===== src/rtl/serial_adder_n.sv =====
// Multi-cycle adder computing a + b + cin, BITS_PER_CYCLE bits per clock, LSB first.
// Define ADDER_SUB_EN to add the sub port (a - b via a + ~b + 1).

module serial_adder_slice #(
  parameter int N = 1
) (
  input  logic [N-1:0] a,
  input  logic [N-1:0] b,
  input  logic         cin,
  output logic [N-1:0] s,
  output logic         cout
);

  logic [N:0] c;

  assign c[0] = cin;

  for (genvar i = 0; i < N; i++) begin : g_fa
    assign s[i]   = a[i] ^ b[i] ^ c[i];
    assign c[i+1] = (a[i] & b[i]) | (c[i] & (a[i] ^ b[i]));
  end

  assign cout = c[N];

endmodule

module serial_adder_n #(
  parameter int WIDTH          = 8,
  parameter int BITS_PER_CYCLE = 1
) (
  input  logic             clk,
  input  logic             rst,
  input  logic             start,
  input  logic [WIDTH-1:0] a,
  input  logic [WIDTH-1:0] b,
  input  logic             cin,
`ifdef ADDER_SUB_EN
  input  logic             sub,
`endif
  output logic             busy,
  output logic             done,
  output logic [WIDTH-1:0] sum,
  output logic             cout
);

  localparam int BPC   = BITS_PER_CYCLE;
  localparam int STEPS = WIDTH / BPC;
  localparam int CW    = $clog2(STEPS) + 1;

  if ((WIDTH < 1) || (BPC < 1) || ((WIDTH % BPC) != 0)) begin : g_bad_params
    $error("serial_adder_n: BITS_PER_CYCLE must divide WIDTH");
  end

  typedef enum logic {
    IDLE = 1'b0,
    RUN  = 1'b1
  } state_t;

  state_t           state_q, state_d;
  logic [CW-1:0]    count_q, count_d;
  logic             carry_q, carry_d;
  logic [WIDTH-1:0] a_q, a_d;
  logic [WIDTH-1:0] b_q, b_d;
  logic [WIDTH-1:0] psum_q, psum_d;
  logic [WIDTH-1:0] sum_q, sum_d;
  logic             cout_q, cout_d;
  logic             done_q, done_d;

  logic [BPC-1:0]   slice_sum;
  logic             slice_cout;
  logic [WIDTH-1:0] psum_next;

  serial_adder_slice #(
    .N(BPC)
  ) u_slice (
    .a   (a_q[BPC-1:0]),
    .b   (b_q[BPC-1:0]),
    .cin (carry_q),
    .s   (slice_sum),
    .cout(slice_cout)
  );

  // New slice bits enter at the MSB end so the finished word lines up after STEPS shifts.
  assign psum_next = (psum_q >> BPC) | (WIDTH'(slice_sum) << (WIDTH - BPC));

  always_comb begin
    state_d = state_q;
    count_d = count_q;
    carry_d = carry_q;
    a_d     = a_q;
    b_d     = b_q;
    psum_d  = psum_q;
    sum_d   = sum_q;
    cout_d  = cout_q;
    done_d  = 1'b0;

    case (state_q)
      IDLE: begin
        if (start) begin
          state_d = RUN;
          count_d = '0;
          a_d     = a;
          b_d     = b;
          carry_d = cin;
          psum_d  = '0;
`ifdef ADDER_SUB_EN
          if (sub) begin
            b_d     = ~b;
            carry_d = 1'b1;
          end
`endif
        end
      end
      RUN: begin
        a_d     = a_q >> BPC;
        b_d     = b_q >> BPC;
        carry_d = slice_cout;
        psum_d  = psum_next;
        count_d = count_q + CW'(1);
        if (count_q == CW'(STEPS - 1)) begin
          state_d = IDLE;
          sum_d   = psum_next;
          cout_d  = slice_cout;
          done_d  = 1'b1;
        end
      end
      default: state_d = IDLE;
    endcase
  end

  always_ff @(posedge clk or posedge rst) begin
    if (rst) begin
      state_q <= IDLE;
      count_q <= '0;
      carry_q <= 1'b0;
      a_q     <= '0;
      b_q     <= '0;
      psum_q  <= '0;
      sum_q   <= '0;
      cout_q  <= 1'b0;
      done_q  <= 1'b0;
    end else begin
      state_q <= state_d;
      count_q <= count_d;
      carry_q <= carry_d;
      a_q     <= a_d;
      b_q     <= b_d;
      psum_q  <= psum_d;
      sum_q   <= sum_d;
      cout_q  <= cout_d;
      done_q  <= done_d;
    end
  end

  assign busy = (state_q == RUN);
  assign done = done_q;
  assign sum  = sum_q;
  assign cout = cout_q;

endmodule

===== config.mk =====
export PLATFORM = sky130hd
export DESIGN_NAME = serial_adder_n
export DESIGN_NICKNAME = d
export VERILOG_FILES = /design/src/rtl/serial_adder_n.sv
export SDC_FILE = /design/constraint.sdc
export NUM_CORES = 1
export LEC_CHECK = 0
export BUFFER_PORTS_ARGS = -buffer_cell sky130_fd_sc_hd__buf_2
export CAP_MARGIN = 5
export CORE_ASPECT_RATIO = 0.75
export CORE_MARGIN = 8
export CORE_UTILIZATION = 38
export CTS_CLUSTER_DIAMETER = 40
export DETAILED_ROUTE_END_ITERATION = 16
export PLACE_DENSITY_LB_ADDON = 0.1
export SLEW_MARGIN = 10
export SYNTH_ARGS = -nofsm -noshare
export SYNTH_HDL_FRONTEND = slang
export SYNTH_HIERARCHICAL = 1
export SYNTH_SLANG_ARGS = --single-unit

===== constraint.sdc =====
create_clock -name clk -period 1.7 [get_ports clk]
set_input_delay 0.17 -clock clk [delete_from_list [all_inputs] [get_ports clk]]
set_output_delay 0.17 -clock clk [all_outputs]
set_load 0.05 [all_outputs]

==> flow_metrics.py <==
metrics = {
    "global_route": {
        "antenna_found_initial": 0,
        "grt_first_pass_wirelength_um": 5470,
        "grt_util_all_layers_pct": 10.3,
        "grt_pass1_vias": 1163,
        "grt_max_degree": 40,
        "grt-ovfl-total": 0,
    },
    "final_layout": {
        "antenna_cells": 0,
        "seqCellArea_um2": 976,
        "nets": 198,
        "areaGrowthSynthToFinish_pct": 18.8,
        "fill_cells": 447,
        "finalInstanceArea_um2": 2000,
        "stdcell_count": 234,
        "fin_util_pct": 45.9,
        "multi_input_area_um2": 647,
        "drive_gt1_share_pct": 29.9,
    },
    "clock_tree": {
        "clk-insertion-delay-late_ps": 290,
        "cts_tree": "yes",
        "clockRootBuffer": "clkbuf_8",
        "clock_path_buffers": 2,
        "holdBufCountCts": 0,
        "cts-resized-gates": 0,
        "clkSinkCount": 39,
        "clkTransAtPathRegs_ps": 70,
        "postCtsSetupRepairBufs": 0,
        "cts_buffers": 5,
        "cts_max_level": 2,
    },
    "critical_path": {
        "cp_max_fo": 13,
        "path_cells": "buf_4, buf_2",
        "cp_top_family": "buffers and inverters",
        "slowest_delay_ps": 430,
        "path_buf_inv": 2,
        "cp_data_required_time_ps": 1530,
        "worstSetupPathType": "reg -> out",
        "cp-start-kind": "flop",
        "slowest_stage": "dfrtp_1",
        "reg2reg_setup_slack_ps": 380,
        "end_kind": "output port",
        "arrival_ps": 1200,
    },
    "placed_design": {
        "place_area_um2": 1900,
        "gp_congestion": 0.757,
        "port_buffers": 30,
        "dp.final_hpwl_um": 2230,
        "dpl.cell_count": 226,
    },
    "synthesis": {
        "ys_types": 20,
        "netlist.area_leader.share_pct": 57.9,
        "syn-num-nets": 165,
        "synth_seq_cells": 39,
        "avgSynthCellArea_um2": 11.8,
        "yosysTopAreaCell": "dfrtp_1",
        "syn_area_um2": 1690,
        "synthCells": 143,
        "yosys-top-cells-area": "dfrtp_1, mux2i_1, o21ai_0",
        "yosysSeqAreaShare_pct": 57.9,
        "yosysWarnings": 6,
    },
    "drt": {
        "drt-initial-drc-count": 37,
        "top_layer_used": "met4",
        "m1WireLength_um": 1420,
        "wl_met3_um": 205,
        "ant_nets": 0,
        "wl_per_cell_um": 13.3,
        "dr.pass1.iters": 4,
        "drc": 0,
        "vias_per_cell": 4.73,
        "dr_total_vias": 1106,
        "wirelength_um": 3120,
        "wl_met2_um": 1420,
    },
    "power_and_ir_drop": {
        "max-vdd-ir-drop_mv": 0.740,
        "power_mw": 3.50,
        "p_leak_nw": 1.00,
        "powerDensity_nw_per_um2": 1750,
    },
    "sta": {
        "fmax_mhz": 731,
        "rsz0062_at_grt": "no",
        "whs_ps": -12.8,
        "worstMarginPinSlew_ps": 487,
        "finalHoldViolations": 36,
        "period_share_pct": 80.4,
        "maxSlewViolCount": 0,
        "finalSetupViolations": 0,
        "period_minus_slack_ps": 1370,
        "max_slew_margin_pct": 67.6,
        "finClkSkew_ps": 4.25,
        "setup_tns_ps": 0,
    },
    "floorplanning": {
        "rows": 21,
        "core_area_um2": 4360,
        "die_h_um": 73.7,
        "ioPinCount": 31,
        "dieArea_um2": 6840,
        "start_util_pct": 38.6,
        "die_w_um": 92.9,
    },
    "hold_path": {
        "hp-class": "in -> async",
    },
    "run_status": {
        "violations": "hold timing",
        "status": "finished with violations",
    },
    "job": {
        "cap_violations": 0,
    },
}
-- worst register-to-register path: stages (launching register included) --
cell and delay, ps:
dfrtp_1 400, ha_1 260, nand4b_4 200, mux2_2 360
-- cell type report --
class                   instances  area share (%)
clock buffers                   8            5.00
flip-flops and latches         39            48.8
inverters                       2           0.375
multi-input cells              93            32.3
repair buffers                 35            10.0
well taps                      57            3.56
-- cells in the final DEF, fill, tap and decap left out, drive strengths merged --
cell type  count
clkbuf         8
buf           35
a22o           2
ha             1
inv            2
or2b           1
nand4b         1
dfrtp         39
nor2           4
fa             1
xor2           1
xnor2          1
mux2          10
mux2i         17
nand2b         7
nand2         23
o21ai         23
nand3          1
-- state kept, by name, indices dropped and copies added (netlist names) --
name,count
a_q,8
b_q,8
busy,1
carry_q,1
count_q,4
cout,1
done,1
psum_q,7
sum,8
-- power breakdown --
group          switching, mW  total (mW)  leakage [nW]  internal [mW]
combinational          0.823        1.33         0.444          0.505
clock                  0.301       0.671        0.0515          0.370
sequential             0.221        1.50         0.509           1.28
total                   1.35        3.50          1.00           2.15
-- stage by stage --
step / setup slack, ps / hold slack, ps
2_1_floorplan: 262 / 326
3_3_place_gp: 399 / 313
3_5_place_dp: 374 / 322
4_1_cts: 315 / 0.135
5_1_grt: 277 / 43.5
6_report: 333 / -12.8
-- final timing paths --
path,start,endpoint,cells past startpoint
max,busy,busy,2
min in group clk,a[7],a_q[7],3
max in group asynchronous,rst,a_q[3],3
max reg2reg,count_q[0],sum[0],3
min reg2reg,a_q[3],a_q[2],2
min,rst,b_q[5],3
-- metal layers --
metal  vias to the layer above  global-route usage, %
met4                         0                   6.41
met2                        26                   15.5
li1                        550                      -
met3                         7                   4.08
met1                       523                   12.1
met5                         -                      0
-- cells by family (layout without fill, tap and decap cells) --
group / count (synthesis) / count (layout) / share of synthesized area (%)
buf+inv: 11 / 45 / 3.71
fa+ha+maj: 2 / 2 / 1.93
xor+xnor: 2 / 2 / 1.04
compound gates: 25 / 25 / 7.87
mux: 27 / 27 / 16.8
simple gates: 37 / 37 / 10.8
flops: 39 / 39 / 57.9
-- synthesized netlist by cell type --
cell type	n
clkbuf_1	1
nand3_1	1
buf_4	2
xnor2_1	1
nand2b_1	7
mux2i_1	17
mux2_2	10
a22o_1	2
nand4b_4	1
o21ai_0	23
inv_1	2
or2b_1	1
fa_1	1
ha_1	1
buf_2	5
nor2_1	4
dfrtp_1	39
nand2_1	23
xor2_1	1
buf_6	1
No activity file was read; power rests on OpenSTA's default activity.
